--- src/rtl/iq_free_pkg.sv ---
// Shared types and default sizing for the issue-queue free-list writer.
package iq_free_pkg;

  localparam int unsigned IQ_DEPTH      = 32;
  localparam int unsigned IQ_INDEX      = 5;
  localparam int unsigned IQ_FREE_W     = 4;
  localparam int unsigned IQ_DISP_W     = 4;
  localparam int unsigned IQ_FREE_CNT_W = IQ_INDEX + 1;

  typedef enum logic {INIT, RUN} iq_free_state_t;

  typedef logic [IQ_INDEX-1:0]               iq_free_idx_t;
  typedef iq_free_idx_t [IQ_FREE_W-1:0]      iq_free_addr_t;
  typedef iq_free_idx_t [IQ_FREE_W-1:0]      iq_free_data_t;

endpackage

--- src/rtl/iq_freelist_writer_if.sv ---
// Free/alloc inputs and free-list RAM write-port bundle of the IQ free-list writer.
interface iq_freelist_writer_if #(
  parameter int unsigned DEPTH  = 32,
  parameter int unsigned INDEX  = 5,
  parameter int unsigned FREE_W = 4,
  parameter int unsigned DISP_W = 4
);
  logic [DEPTH-1:0]              freedVector_i;
  logic [$clog2(DISP_W):0]       allocCnt_i;
  logic [FREE_W-1:0]             we_o;
  logic [FREE_W-1:0][INDEX-1:0]  addrWr_o;
  logic [FREE_W-1:0][INDEX-1:0]  dataWr_o;
  logic [INDEX:0]                freeCnt_o;
  logic [INDEX-1:0]              tailPtr_o;
  logic                          ready_o;

  modport master (
    input  freedVector_i, allocCnt_i,
    output we_o, addrWr_o, dataWr_o, freeCnt_o, tailPtr_o, ready_o
  );

  modport slave (
    output freedVector_i, allocCnt_i,
    input  we_o, addrWr_o, dataWr_o, freeCnt_o, tailPtr_o, ready_o
  );
endinterface

--- src/rtl/iq_free_select.sv ---
// Combinational picker of the lowest PORTS set bits of req; k-th lowest goes to port k.
module iq_free_select #(
  parameter int unsigned WIDTH = 32,
  parameter int unsigned PORTS = 4,
  parameter int unsigned IDX_W = 5,
  parameter int unsigned CNT_W = $clog2(PORTS + 1)
) (
  input  logic [WIDTH-1:0]            req,
  output logic [PORTS-1:0]            valid,
  output logic [PORTS-1:0][IDX_W-1:0] idx,
  output logic [WIDTH-1:0]            grant,
  output logic [CNT_W-1:0]            count
);

  logic [WIDTH-1:0] rem;
  logic             found;

  // Each port takes the lowest bit still left after earlier ports removed theirs.
  always_comb begin
    valid = '0;
    idx   = '0;
    grant = '0;
    count = '0;
    rem   = req;
    found = 1'b0;
    for (int unsigned k = 0; k < PORTS; k++) begin
      found = 1'b0;
      for (int unsigned i = 0; i < WIDTH; i++) begin
        if (!found && rem[i]) begin
          found    = 1'b1;
          valid[k] = 1'b1;
          idx[k]   = IDX_W'(i);
          grant[i] = 1'b1;
          rem[i]   = 1'b0;
        end
      end
      count = count + CNT_W'(valid[k]);
    end
  end

endmodule

--- src/rtl/iq_freelist_writer.sv ---
// IQ free-list write controller: identity-init of the RAM, then packs freed entries at the tail.
// Define IQ_FREE_BYPASS_EN to let a free be written in the same cycle it arrives.
module iq_freelist_writer
  import iq_free_pkg::*;
#(
  parameter int unsigned DEPTH  = IQ_DEPTH,
  parameter int unsigned INDEX  = IQ_INDEX,
  parameter int unsigned FREE_W = IQ_FREE_W,
  parameter int unsigned DISP_W = IQ_DISP_W
) (
  input logic             clk,
  input logic             reset,
  iq_freelist_writer_if.master bus
);

  localparam int unsigned SEL_W   = $clog2(FREE_W + 1);
  localparam int unsigned ACC_W   = INDEX + 2;
  localparam int unsigned ALLOC_W = $clog2(DISP_W) + 1;

  iq_free_state_t state_q, state_d;
  logic [INDEX-1:0]             init_cnt_q, init_cnt_d;
  logic [INDEX-1:0]             tail_q, tail_d;
  logic [DEPTH-1:0]             pending_q, pending_d;
  logic [INDEX:0]               free_cnt_q, free_cnt_d;
  logic                         ready_q;

  logic [DEPTH-1:0]             sel_req, granted;
  logic [FREE_W-1:0]            sel_valid;
  logic [FREE_W-1:0][INDEX-1:0] sel_idx;
  logic [SEL_W-1:0]             nsel;
  logic [ALLOC_W-1:0]           alloc_cnt;
  logic [ACC_W-1:0]             free_acc;

  logic [FREE_W-1:0]            we;
  logic [FREE_W-1:0][INDEX-1:0] addr, data;

  assign alloc_cnt = bus.allocCnt_i;

`ifdef IQ_FREE_BYPASS_EN
  assign sel_req = pending_q | bus.freedVector_i;
`else
  assign sel_req = pending_q;
`endif

  iq_free_select #(
    .WIDTH (DEPTH),
    .PORTS (FREE_W),
    .IDX_W (INDEX),
    .CNT_W (SEL_W)
  ) u_select (
    .req   (sel_req),
    .valid (sel_valid),
    .idx   (sel_idx),
    .grant (granted),
    .count (nsel)
  );

  always_comb begin
    state_d    = state_q;
    init_cnt_d = init_cnt_q;
    tail_d     = tail_q;
    pending_d  = pending_q;
    free_cnt_d = free_cnt_q;
    free_acc   = '0;
    we         = '0;
    addr       = '0;
    data       = '0;
    case (state_q)
      INIT: begin
        for (int unsigned k = 0; k < FREE_W; k++) begin
          we[k]   = 1'b1;
          addr[k] = init_cnt_q + INDEX'(k);
          data[k] = init_cnt_q + INDEX'(k);
        end
        init_cnt_d = init_cnt_q + INDEX'(FREE_W);
        free_cnt_d = free_cnt_q + (INDEX + 1)'(FREE_W);
        if (ACC_W'(init_cnt_q) + ACC_W'(FREE_W) == ACC_W'(DEPTH))
          state_d = RUN;
      end
      RUN: begin
        for (int unsigned k = 0; k < FREE_W; k++) begin
          if (sel_valid[k]) begin
            we[k]   = 1'b1;
            addr[k] = tail_q + INDEX'(k);
            data[k] = sel_idx[k];
          end
        end
        tail_d     = tail_q + INDEX'(nsel);
        free_acc   = ACC_W'(free_cnt_q) + ACC_W'(nsel) - ACC_W'(alloc_cnt);
        free_cnt_d = free_acc[INDEX:0];
`ifdef IQ_FREE_BYPASS_EN
        pending_d  = (pending_q | bus.freedVector_i) & ~granted;
`else
        // A re-free of an entry granted this cycle must survive, so OR after the clear.
        pending_d  = (pending_q & ~granted) | bus.freedVector_i;
`endif
      end
      default: state_d = INIT;
    endcase
    if (reset) begin
      we   = '0;
      addr = '0;
      data = '0;
    end
  end

  always_ff @(posedge clk) begin
    if (reset) begin
      state_q    <= INIT;
      init_cnt_q <= '0;
      tail_q     <= '0;
      pending_q  <= '0;
      free_cnt_q <= '0;
      ready_q    <= 1'b0;
    end else begin
      state_q    <= state_d;
      init_cnt_q <= init_cnt_d;
      tail_q     <= tail_d;
      pending_q  <= pending_d;
      free_cnt_q <= free_cnt_d;
      ready_q    <= (state_d == RUN);
    end
  end

  // Dispatch over-allocation and double frees are protocol violations upstream.
  always_ff @(posedge clk) begin
    if (!reset && state_q == RUN) begin
      assert (ACC_W'(alloc_cnt) <= ACC_W'(free_cnt_q));
      assert (ACC_W'(free_cnt_q) + ACC_W'(nsel) <= ACC_W'(DEPTH));
    end
  end

  assign bus.we_o      = we;
  assign bus.addrWr_o  = addr;
  assign bus.dataWr_o  = data;
  assign bus.freeCnt_o = free_cnt_q;
  assign bus.tailPtr_o = tail_q;
  assign bus.ready_o   = ready_q;

endmodule
--- src/flat_wrapper.sv ---
// flat-port wrapper written by rule: the top's interface ports become plain ports
module iq_freelist_writer_flat import iq_free_pkg::*;
#(
  parameter int unsigned DEPTH  = IQ_DEPTH,
  parameter int unsigned INDEX  = IQ_INDEX,
  parameter int unsigned FREE_W = IQ_FREE_W,
  parameter int unsigned DISP_W = IQ_DISP_W
)
  (clk, reset, bus_freedVector_i, bus_allocCnt_i, bus_we_o, bus_addrWr_o, bus_dataWr_o, bus_freeCnt_o, bus_tailPtr_o, bus_ready_o);
  iq_freelist_writer_if #(.DEPTH(DEPTH), .INDEX(INDEX), .FREE_W(FREE_W), .DISP_W(DISP_W)) bus_i ();
  input logic clk;
  input logic reset;
  input wire logic [$bits(bus_i.freedVector_i)-1:0] bus_freedVector_i;
  input wire logic [$bits(bus_i.allocCnt_i)-1:0] bus_allocCnt_i;
  output wire logic [$bits(bus_i.we_o)-1:0] bus_we_o;
  output wire logic [$bits(bus_i.addrWr_o)-1:0] bus_addrWr_o;
  output wire logic [$bits(bus_i.dataWr_o)-1:0] bus_dataWr_o;
  output wire logic [$bits(bus_i.freeCnt_o)-1:0] bus_freeCnt_o;
  output wire logic [$bits(bus_i.tailPtr_o)-1:0] bus_tailPtr_o;
  output wire logic [$bits(bus_i.ready_o)-1:0] bus_ready_o;
  assign bus_i.freedVector_i = bus_freedVector_i;
  assign bus_i.allocCnt_i = bus_allocCnt_i;
  assign bus_we_o = bus_i.we_o;
  assign bus_addrWr_o = bus_i.addrWr_o;
  assign bus_dataWr_o = bus_i.dataWr_o;
  assign bus_freeCnt_o = bus_i.freeCnt_o;
  assign bus_tailPtr_o = bus_i.tailPtr_o;
  assign bus_ready_o = bus_i.ready_o;
  iq_freelist_writer #(.DEPTH(DEPTH), .INDEX(INDEX), .FREE_W(FREE_W), .DISP_W(DISP_W)) u_core (.clk(clk), .reset(reset), .bus(bus_i));
endmodule
--- config.mk ---
export PLATFORM = sky130hd
export DESIGN_NAME = iq_freelist_writer_flat
export DESIGN_NICKNAME = d
export VERILOG_FILES = /design/src/rtl/iq_free_pkg.sv /design/src/rtl/iq_freelist_writer_if.sv /design/src/rtl/iq_free_select.sv /design/src/rtl/iq_freelist_writer.sv /design/src/flat_wrapper.sv
export SDC_FILE = /design/constraint.sdc
export NUM_CORES = 1
export LEC_CHECK = 0
export ABC_AREA = 1
export CORE_MARGIN = 2
export CORE_UTILIZATION = 35
export DETAILED_ROUTE_END_ITERATION = 10
export HOLD_SLACK_MARGIN = 0.03
export SYNTH_ARGS = -nofsm -noshare
export SYNTH_HDL_FRONTEND = slang
export SYNTH_HIERARCHICAL = 1
export SYNTH_SLANG_ARGS = --single-unit
--- constraint.sdc ---
create_clock -name clk -period 5.6 [get_ports clk]
set_input_delay 1.12 -clock clk [delete_from_list [all_inputs] [get_ports clk]]
set_output_delay 1.12 -clock clk [all_outputs]
set_load 0.03 [all_outputs]
==> key figures, run 1 <==
Routing
  • Drt total wl: 23.7 mm
  • Via count: 7909
  • Drt drc: 0
  • Drt pass-1 iters: 5
  • Routed Antenna Nets: 0
  • Routed length per placed instance: 15.4 um
  • Routed vias/inst: 5.16
  • DR iter-0 viols: 449

CTS
  • Worst skew pair latency: 310 ps
  • Bufs on Longest Clock Path: 2
  • CTS clk-pin slew, worst paths: 80 ps
  • Clock root buffer: clkbuf_16
  • CTS Sinks: 47
  • CTS buffer count: 5
  • TritonCTS clock tree: yes
  • H-Tree Depth: 2
  • Hold_buf cts: 0

Global routing
  • GRT Util Overall: 0.248
  • Initial antenna violation count: 0
  • Vias in the first global route: 7437
  • GRT overflow: 0
  • Largest net degree at the start of global routing: 41
  • First-pass GRT wire length: 36.3 mm

Critical path
  • Critical path class: reg -> out
  • CP Capture Type: output pin
  • WP data arrival: 4770 ps
  • Worst path max stage delay: 360 ps
  • CP dominant cell by count: nor2_4
  • Cell family with most CP delay: simple AND/OR/NAND/NOR gates
  • Critical path's slowest cell: dfxtp_4
  • R2r setup slk: -280 ps
  • Req. time, crit path: 4480 ps
  • Critical path peak fanout: 7
  • Startpoint types: flip-flop
  • Crit path buf inv count: 5

Floorplanning
  • Die Area: 0.0183 mm2
  • Die H: 135 um
  • Top-Level Pins: 93
  • Cell row count: 48
  • Core footprint: 0.0171 mm2
  • Initial Util: 0.354
  • Die W: around 140 um

Run status
  • Failing checks: setup timing
  • Status: finished, violations left

Finish
  • ANT cells: 0
  • Post-route insts no fill: 1534
  • Area grow syn2layout: 59.9%
  • Share of cells above drive strength 1: 0.380
  • Post-route design area: 0.00965 mm2
  • # nets final: 1368
  • Final Util: 0.566

Synth
  • Cell taking the most area after synthesis: dfxtp_1
  • Synth area leaders: dfxtp_1 16%, nand2_1 12%, nor2_1 11%, inv_1 8.7%, nand3_1 7.2%
  • Avg Cell Area, Syn: 6.05 um2
  • Synth warn: 6
  • Synth Instances: between 900 and 1000
  • Yosys reg bits: 47
  • Synth unique cells: 52
  • Post-synth EDFFs: 0
  • Mapped Nets: 1057
  • Yosys top cell area share: 0.156
  • Post-Synthesis Cell Area: 0.00603 mm2
  • Share of flip-flops with an asynchronous set or reset: 0
  • Synth Flop Type: dfxtp_1
  • Sequential fraction of the synthesis area: 0.156

STA
  • Worst-Margin Slew: around 1100 ps
  • Clock Skews: approximately 10 ps
  • Tcrit/Tclk final: 1.05
  • Hold Vio Cnt, Final: 0
  • Max_slew headroom: 0.259
  • Post-route setup slack: -291 ps
  • Fmax: 0.170 GHz
  • Setup Total Neg Slack: -3900 ps
  • Setup violators final: 28
  • RSZ-0062 raised after global routing: true
  • Final Max Tran Viols: 0
  • Fin crit period: 5890 ps

Flow run
  • Maxcap violations: 0

Hold path
  • HP Class: reg -> reg

Power
  • Static leakage: around 0.0053 uW
  • PD cells: around 85 mW/mm2
  • Worst IR drop on VDD: approximately 0.10 mV

Placement
  • Final GP Congestion: around 0.93
  • DP Cell Count: 1474
  • Detailed Place HPWL: 18.0 mm
  • Post-placement cell area: about 0.0085 mm2
  • Number of port buffers: 92
[cell type report]
class | count | area (um2)
multi-input combinational | 770 | 5000
sequential | 47 | 947
tap | 225 | 282
clock buffer | 5 | 125
clock inverter | 3 | 20.0
timing repair buffer | 328 | 2680
inverter | 156 | 588
fill | 1693 | 7410
[path summary, 6_finish.rpt]
path | depth (start not counted) | endpoint | startpoint
worst min register to register | 2 | u_core/init_cnt_q[2] | u_core/init_cnt_q[2]
worst max register to register | 36 | u_core/bus.freeCnt_o[4] | u_core/pending_q[0]
worst max-delay path | 29 | bus_dataWr_o[18] | u_core/pending_q[0]
worst min-delay path | 2 | u_core/init_cnt_q[2] | u_core/init_cnt_q[2]
[state kept, by name, summed over array words and instances, names as in the netlist]
name                  cells
u_core/bus.freeCnt_o      6
u_core/pending_q         32
u_core/bus.tailPtr_o      5
u_core/bus.ready_o        1
u_core/init_cnt_q         3
[tightest hold or removal path, stage by stage (launching register included)]
cell,delay (ps)
dfxtp_1,350
nand2_1,70
a21oi_1,50
[stage by stage]
stage	setup WS (ps)	hold WS, ps	total power [uW]
finish	-291	513	816
global route	-646	531	845
CTS	-216	506	819
detailed placement	-396	495	494
global placement	-218	486	493
floorplan	52.5	464	421
[routing by layer]
metal | share of wire | track usage
met3 | 0.055 | 0.0404
met2 | 0.49 | 0.436
met4 | 0.023 | 0.0683
met1 | 0.43 | 0.313
met5 | 0 | 0
[power breakdown]
group | internal (uW) | switching, uW | leakage, uW | total (uW)
Sequential | 337 | 4.90 | 0.000382 | 342
Combinational | 69.8 | 85.0 | 0.00486 | 155
Clock | 165 | 154 | 0.0000658 | 319
[cell usage after synthesis (2+ instances only)]
| cell | n |
|---|---|
| nand2_1 | 196 |
| nor2_1 | 173 |
| inv_1 | 140 |
| nand3_1 | 87 |
| dfxtp_1 | 47 |
| a21oi_1 | 44 |
| a32o_1 | 32 |
| nand4_1 | 25 |
| nand3_2 | 20 |
| ha_1 | 18 |
| nor2_4 | 18 |
| nor2_2 | 17 |
| nor3_1 | 17 |
| nor4_1 | 17 |
| o21ai_0 | 16 |
| inv_2 | 15 |
| buf_2 | 12 |
| a41oi_1 | 10 |
| nand2_2 | 9 |
| o2111ai_1 | 7 |
| clkbuf_1 | 6 |
| o211ai_1 | 6 |
| o21ai_2 | 6 |
| buf_4 | 5 |
| fa_1 | 5 |
| nand3_4 | 5 |
| o21ai_1 | 5 |
| a31oi_1 | 3 |
| nand3b_1 | 3 |
| o22ai_1 | 3 |
| a2111oi_0 | 2 |
| a22o_1 | 2 |
| and3_1 | 2 |
| nand4_2 | 2 |
| nand4_4 | 2 |
| o41ai_1 | 2 |
| or2_2 | 2 |
| xor2_1 | 2 |
[kinds of logic (layout without fill, tap and decap cells)]
logic type	Yosys count	count (layout)	synth area share
adders and majority gates	23	23	0.0539
and+or+nand+nor	599	599	0.494
DFF	47	47	0.156
xor gates and xnor gates	3	3	0.00436
buffers and inverters	180	492	0.118
AOI/OAI and AO/OA	145	145	0.174
[cells in the final DEF (no fill, tap or decap), types with 14 or more instances in the layout]
cell	n
buf_4	245
nand2_1	175
nor2_1	138
inv_1	131
nand3_1	71
clkdlybuf4s50_1	48
dfxtp_1	44
nor2_4	40
a21oi_1	32
a32o_1	32
nor2_2	30
buf_6	27
nand2_2	27
nand4_1	25
inv_2	24
nand3_2	24
nor3_1	17
nand3_4	17
nor4_1	17
o21ai_0	14
[timing repair]
action                                  in CTS  in global routing
pin swaps                                   22                 68
setup buffers                               23                 29
endpoints found under the setup margin      50                 54
resized for setup                          150                184
gates cloned                                 1                  0
No activity file was read; power rests on OpenSTA's default activity.
==> run 2: changes to the inputs <==
Settings changed: CAP_MARGIN set to 20, CORE_ASPECT_RATIO set to 1.4.
==> key figures, run 2 (synthesis gave the netlist of run 1 again) <==
Critical path
  • Worst path max stage delay: 490 ps (+130 ps)
  • Critical Path Start: u_core/pending_q[0]
  • Critical path class: reg -> reg
  • Startpoint types: flip-flop
  • Critical path peak fanout: 5 (-2)
  • CP dominant cell by count: nor2_4
  • Req. time, crit path: 5790 ps (+1310 ps)
  • Critical path's slowest cell: fa_1
  • Worst r2r src: u_core/pending_q[0]
  • CP Capture Type: flip-flop
  • WP data arrival: 6130 ps (+1360 ps)

Finish
  • Final Util: 0.558 (-0.00799)
  • Reg with most FFs: u_core/pending_q
  • ANT cells: 0 (unchanged)
  • Area grow syn2layout: 55.4%
  • Most frequent cells in the layout: 234 x buf_4, 175 x nand2_1, 150 x nor2_1, 131 x inv_1, 72 x nand3_1
  • Most common cell after layout, fill and taps aside: buf_4
  • Max reg flops: 32 (unchanged)
  • # nets final: 1344 (-1.8%)
  • Share of cells above drive strength 1: 0.359 (-0.0209)
  • Post-route design area: 0.00938 mm2 (-2.8%)

Floorplanning
  • Initial Util: 0.359 (+0.00505)
  • Top-Level Pins: 93 (unchanged)
  • Cell row count: 56 (+17%)
  • Die H: 159 um (+18%)
  • Core footprint: 0.0168 mm2 (-1.4%)
  • Die W: 115 um (-15%)
  • Die Area: 0.0183 mm2 (about the same)

STA
  • Clock Skews: 5.28 ps (-4.92 ps)
  • Fin crit period: 5940 ps (+49.7 ps)
  • Hold Vio Cnt, Final: 0 (unchanged)
  • RSZ-0062 raised after global routing: true
  • Final Max Tran Viols: 0 (unchanged)
  • Tcrit/Tclk final: 1.06 (+0.00888)
  • Setup Total Neg Slack: -7010 ps (-3110 ps)
  • Fmax: 0.168 GHz (-0.84%)
  • Post-route setup slack: -341 ps (-49.7 ps)
  • Setup violators final: 34 (+21%)
  • Worst-Margin Slew: 940 ps (-169 ps)
  • Max_slew headroom: 0.357 (+0.0983)

Power
  • Static leakage: 0.00521 uW (-1.9%)
  • Worst IR drop on VDD: 0.101 mV (-2.4%)
  • PD cells: 88.1 mW/mm2 (+4.1%)
  • Total Power: 826 uW (+1.2%)

CTS
  • TritonCTS clock tree: yes
  • Clock root buffer: clkbuf_16
  • Bufs on Longest Clock Path: 2 (unchanged)
  • CTS Sinks: 47 (unchanged)
  • CTS buffer count: 5 (unchanged)
  • CTS clk-pin slew, worst paths: 80 ps (about the same)
  • Worst skew pair latency: 310 ps (about the same)
  • H-Tree Depth: 2 (unchanged)

Routing
  • Routed vias/inst: 5.24 (+1.7%)
  • Routed Antenna Nets: 0 (unchanged)
  • Drt drc: 0 (unchanged)
  • Via count: 7802 (-1.4%)
  • Met3 WL: 1.02 mm (-22%)
  • Routed length per placed instance: 15.7 um (+2.0%)
  • Wire length on met2: 12.3 mm (+6.3%)
  • Drt total wl: 23.4 mm (-1.0%)
  • Highest metal used: met4
  • Drt pass-1 iters: 5 (unchanged)
  • DR iter-0 viols: 396 (-12%)
  • Met1 wire length: 9.17 mm (-10%)

Global routing
  • Initial antenna violation count: 0 (unchanged)
  • Vias in the first global route: 7603 (+2.2%)
  • First-pass GRT wire length: 36.2 mm (-0.31%)
  • GRT Util Overall: 0.244 (-0.00348)
  • Largest net degree at the start of global routing: 41 (unchanged)
  • GRT overflow: 0 (unchanged)

Placement
  • Final GP Congestion: 0.936 (+0.48%)
  • Post-placement cell area: 0.00840 mm2 (-0.83%)
  • DP Worst Slack: -334 ps (+62.5 ps)
  • Detailed Place HPWL: 18.0 mm (+0.19%)
  • Number of port buffers: 92 (unchanged)

Run status
  • Status: finished, violations left
  • Failing checks: setup timing

Hold path
  • HP Class: reg -> reg
  • Hold path startpoint: u_core/init_cnt_q[2]

Flow run
  • Maxcap violations: 0 (unchanged)
run 2: changes by cell type in the layout (fill, tap and decap cells not counted), sizes merged:
cell,before,now
clkinvlp,2,1
clkbuf,9,6
clkinv,1,2
buf,276,255
run 2: timing repair:
action,in CTS,in global routing
resized for setup,132,170
setup buffers,11,25
gates cloned,0,0
endpoints found under the setup margin,48,54
pin swaps,26,63
hold endpoints to repair,0,0
hold buffers,0,0
run 2: area by class of cell:
cell class              count  area, um2
fillers                  1671       7440
inverters                 156        592
well taps                 203        254
multi-input cells         770       4940
clock inverters             3       26.3
flip-flops and latches     47        947
clock buffers               5        125
repair buffers            304       2490
run 2: critical path: cells and delay by family (launching register included):
family / cells / cell delay [ps]
simple gates: 23 / 3050
fa+ha+maj: 5 / 1520
buf+inv: 7 / 630
flops: 1 / 360
compound gates: 2 / 130
xor+xnor: 1 / 130
run 2: per-layer routing:
layer	GRT usage	vias to the layer above
met2	0.460	198
met1	0.267	3601
met4	0.0980	0
met5	0	-
met3	0.0365	60
li1	-	3943
run 2: final timing paths:
path                            slack [ps]  depth (start not counted)                      end
worst max-delay path                  -340                         38  u_core/bus.freeCnt_o[2]
worst min register to register         510                          2     u_core/init_cnt_q[2]
worst max register to register        -340                         38  u_core/bus.freeCnt_o[2]
worst min-delay path                   510                          2     u_core/init_cnt_q[2]
run 2: metrics by stage:
stage,cells,hold WS [ps]
5_1_grt,1488,542
3_5_place_dp,1445,490
6_report,1488,507
4_1_cts,1464,503
3_3_place_gp,1445,487
2_1_floorplan,997,464
run 2: power breakdown:
group / total [uW] / internal, uW / switching, uW / leakage [uW]
Combinational: 151 / 68.2 / 82.6 / 0.00476
Sequential: 342 / 337 / 5.05 / 0.000382
Clock: 333 / 170 / 163 / 0.0000748
==> run 3: changes to the inputs <==
Settings changed: ABC_AREA 1 to not set, CAP_MARGIN 20 to not set.
==> key figures, run 3 <==
Run status
  • Status: finished, violations left
  • Failing checks: setup timing

Critical path
  • Req. time, crit path: 5810 ps (+20 ps)
  • Cell family with most CP delay: simple AND/OR/NAND/NOR gates
  • Startpoint types: flip-flop
  • Crit path buf inv count: 4 (-3)
  • Critical path class: reg -> reg
  • Critical path's slowest cell: or4_4
  • WP data arrival: 6450 ps (+320 ps)
  • Worst path max stage delay: 600 ps (+110 ps)
  • Critical path peak fanout: 7 (+2)
  • CP Capture Type: flip-flop
  • CP dominant cell by count: inv_2

Routing
  • Via count: 10096 (+29%)
  • Drt total wl: 33.4 mm (+43%)
  • Drt drc: 0 (unchanged)
  • Routed Antenna Nets: 0 (unchanged)
  • DR iter-0 viols: 840 (+110%)
  • Routed length per placed instance: 19.5 um (+24%)
  • Routed vias/inst: 5.90 (+13%)
  • Drt pass-1 iters: 8 (+3)

Synth
  • Post-synthesis xor/xnor area fraction: 0.0332 (+0.0289)
  • Synth Flop Type: dfxtp_1
  • Sequential fraction of the synthesis area: 0.128 (-0.0285)
  • Count leader, synth: nand2_1
  • Mapped Nets: 1199 (+13%)
  • Share of flip-flops with an asynchronous set or reset: 0 (unchanged)
  • Synth area leaders: dfxtp_1 13%, nand2_1 7.4%, a21oi_1 7.1%, nor2_1 7.0%, nand3_1 4.5%
  • Simple-gate share of the synthesized area: 0.341 (-0.153)
  • Post-Synthesis Cell Area: 0.00738 mm2 (+22%)
  • Synth warn: 6 (unchanged)
  • Yosys top cell area share: 0.128 (-0.0285)
  • Cell taking the most area after synthesis: dfxtp_1
  • Largest family of logic cells by synthesized area: compound AO/OA/AOI/OAI gates
  • Post-synthesis compound-gate area fraction: 0.344 (+0.170)
  • Synth Area in Adders: 0.0605 (+0.00660)
  • Synth Instances: 1139 (+14%)
  • Yosys reg bits: 47 (unchanged)
  • Top cells by count, synth: 145 x nand2_1, 137 x nor2_1, 104 x a21oi_1
  • Avg Cell Area, Syn: 6.48 um2 (+7.1%)
  • Multiplexer share of the synthesized area: 0.0112 (+0.0112)
  • Synth unique cells: 94 (+81%)
  • Post-synth EDFFs: 0 (unchanged)

Placement
  • Post-placement cell area: 0.0104 mm2 (+24%)
  • Final GP Congestion: 1.06 (+13%)
  • Detailed Place HPWL: 25.8 mm (+43%)
  • Number of port buffers: 92 (unchanged)

Floorplanning
  • Die H: 176 um (+10%)
  • Core footprint: 0.0206 mm2 (+23%)
  • Cell row count: 62 (+11%)
  • Die W: 127 um (+10%)
  • Initial Util: 0.358 (-0.00108)
  • Top-Level Pins: 93 (unchanged)
  • Die Area: 0.0223 mm2 (+22%)

Global routing
  • Layer with the highest usage: met2
  • First-pass GRT wire length: 51.5 mm (+42%)
  • Grt met1 use: 0.338 (+0.0711)
  • Largest net degree at the start of global routing: 89 (+120%)
  • Met2 Use GR: 0.520 (+0.0597)
  • GRT Util Overall: 0.289 (+0.0446)
  • Vias in the first global route: 9643 (+27%)
  • GRT overflow: 0 (unchanged)
  • Met3 Track Usage GR: 0.0302 (-0.00639)
  • Initial antenna violation count: 0 (unchanged)

Finish
  • Final Util: 0.556 (-0.00161)
  • Share of cells above drive strength 1: 0.347 (-0.0114)
  • # nets final: 1513 (+13%)
  • ANT cells: 0 (unchanged)
  • Max reg flops: 32 (unchanged)
  • Reg with most FFs: u_core/pending_q
  • Area grow syn2layout: 55.4% (about the same)
  • Most common cell after layout, fill and taps aside: buf_4
  • Post-route design area: 0.0115 mm2 (+22%)
  • Most frequent cells in the layout: 301 x buf_4, 137 x nand2_1, 132 x nor2_1, 84 x a21oi_1, 61 x o21ai_0

CTS
  • CTS clk-pin slew, worst paths: 70 ps (about the same)
  • H-Tree Depth: 2 (unchanged)
  • Bufs on Longest Clock Path: 2 (unchanged)
  • CTS buffer count: 5 (unchanged)
  • Worst skew pair latency: 320 ps (about the same)
  • Clock root buffer: clkbuf_16
  • TritonCTS clock tree: yes
  • Hold_buf cts: 0 (unchanged)
  • CTS Sinks: 47 (unchanged)

Power
  • PD cells: 76.8 mW/mm2 (-13%)
  • Worst IR drop on VDD: 0.125 mV (+25%)
  • Static leakage: 0.00521 uW (-0.13%)

STA
  • Setup violators final: 31 (-8.8%)
  • RSZ-0062 raised after global routing: true
  • Tcrit/Tclk final: 1.11 (+0.0525)
  • Fmax: 0.160 GHz (-4.7%)
  • Post-route setup slack: -635 ps (-294 ps)
  • Hold WS: 545 ps (+38.8 ps)
  • Clock Skews: 10.3 ps (+4.98 ps)
  • Fin crit period: 6230 ps (+294 ps)
  • Final Max Tran Viols: 0 (unchanged)
  • Max_slew headroom: 0.375 (+0.0176)
  • Hold Vio Cnt, Final: 0 (unchanged)
  • Worst-Margin Slew: 938 ps (-2.09 ps)

Flow run
  • Maxcap violations: 0 (unchanged)

Hold path
  • HP Class: reg -> reg
==> run 3: kinds of logic (layout without fill, tap and decap cells) <==
logic type | Yosys count | count (layout)
flip-flops | 47 | 47
XOR/XNOR | 28 | 28
AND/OR/NAND/NOR | 512 | 512
adder cells (fa/ha/maj) | 35 | 35
AO/OA/AOI/OAI | 370 | 370
buffers and inverters | 139 | 454
multiplexers | 8 | 8
==> run 3: layout make-up <==
class                           instances  area (um2)
Clock buffer                            6         139
Tap cell                              256         320
Clock inverter                          2        35.0
Sequential cell                        47         950
Timing Repair Buffer                  407        3400
Fill cell                            2020        9160
Inverter                               39         149
Multi-Input combinational cell        953        6480
==> run 3: routing by layer <==
metal	part of all wire	wire, um
met4	0.054	1820
met1	0.40	13200
met5	0	0
met3	0.050	1680
met2	0.50	16700
==> run 3: worst paths after layout <==
kind	start	to	cells after the start	slack, ps
max	u_core/pending_q[3]	u_core/bus.freeCnt_o[3]	25	-630
min	u_core/bus.freeCnt_o[0]	u_core/bus.freeCnt_o[0]	2	550
max reg2reg	u_core/pending_q[3]	u_core/bus.freeCnt_o[3]	25	-630
min reg2reg	u_core/bus.freeCnt_o[0]	u_core/bus.freeCnt_o[0]	2	550
==> run 3: metrics by stage <==
step | std cells | setup TNS (ps) | setup WS, ps | total power [uW]
2_1_floorplan | 1139 | -2660 | -631 | 427
3_3_place_gp | 1670 | -11360 | -884 | 495
3_5_place_dp | 1670 | -11600 | -840 | 496
4_1_cts | 1694 | -8360 | -621 | 883
5_1_grt | 1710 | -14230 | -828 | 911
6_report | 1710 | -8620 | -635 | 881
==> run 3: worst min-delay path: stages, from the launching register on <==
cell and delay (ps):
dfxtp_1 330, mux2i_1 120, nor2_1 50
==> run 3: where the power goes <==
group	total (uW)	leakage, uW	switching, uW	internal (uW)
sequential	342	0.000383	5.06	337
combinational	156	0.00474	83.5	72.1
clock	383	0.0000868	160	223
==> run 3: repair_timing <==
action / 4_1_cts / 5_1_grt
resized for setup: 129 / 125
setup endpoints to repair: 41 / 52
pin swaps: 23 / 55
setup buffers: 17 / 19
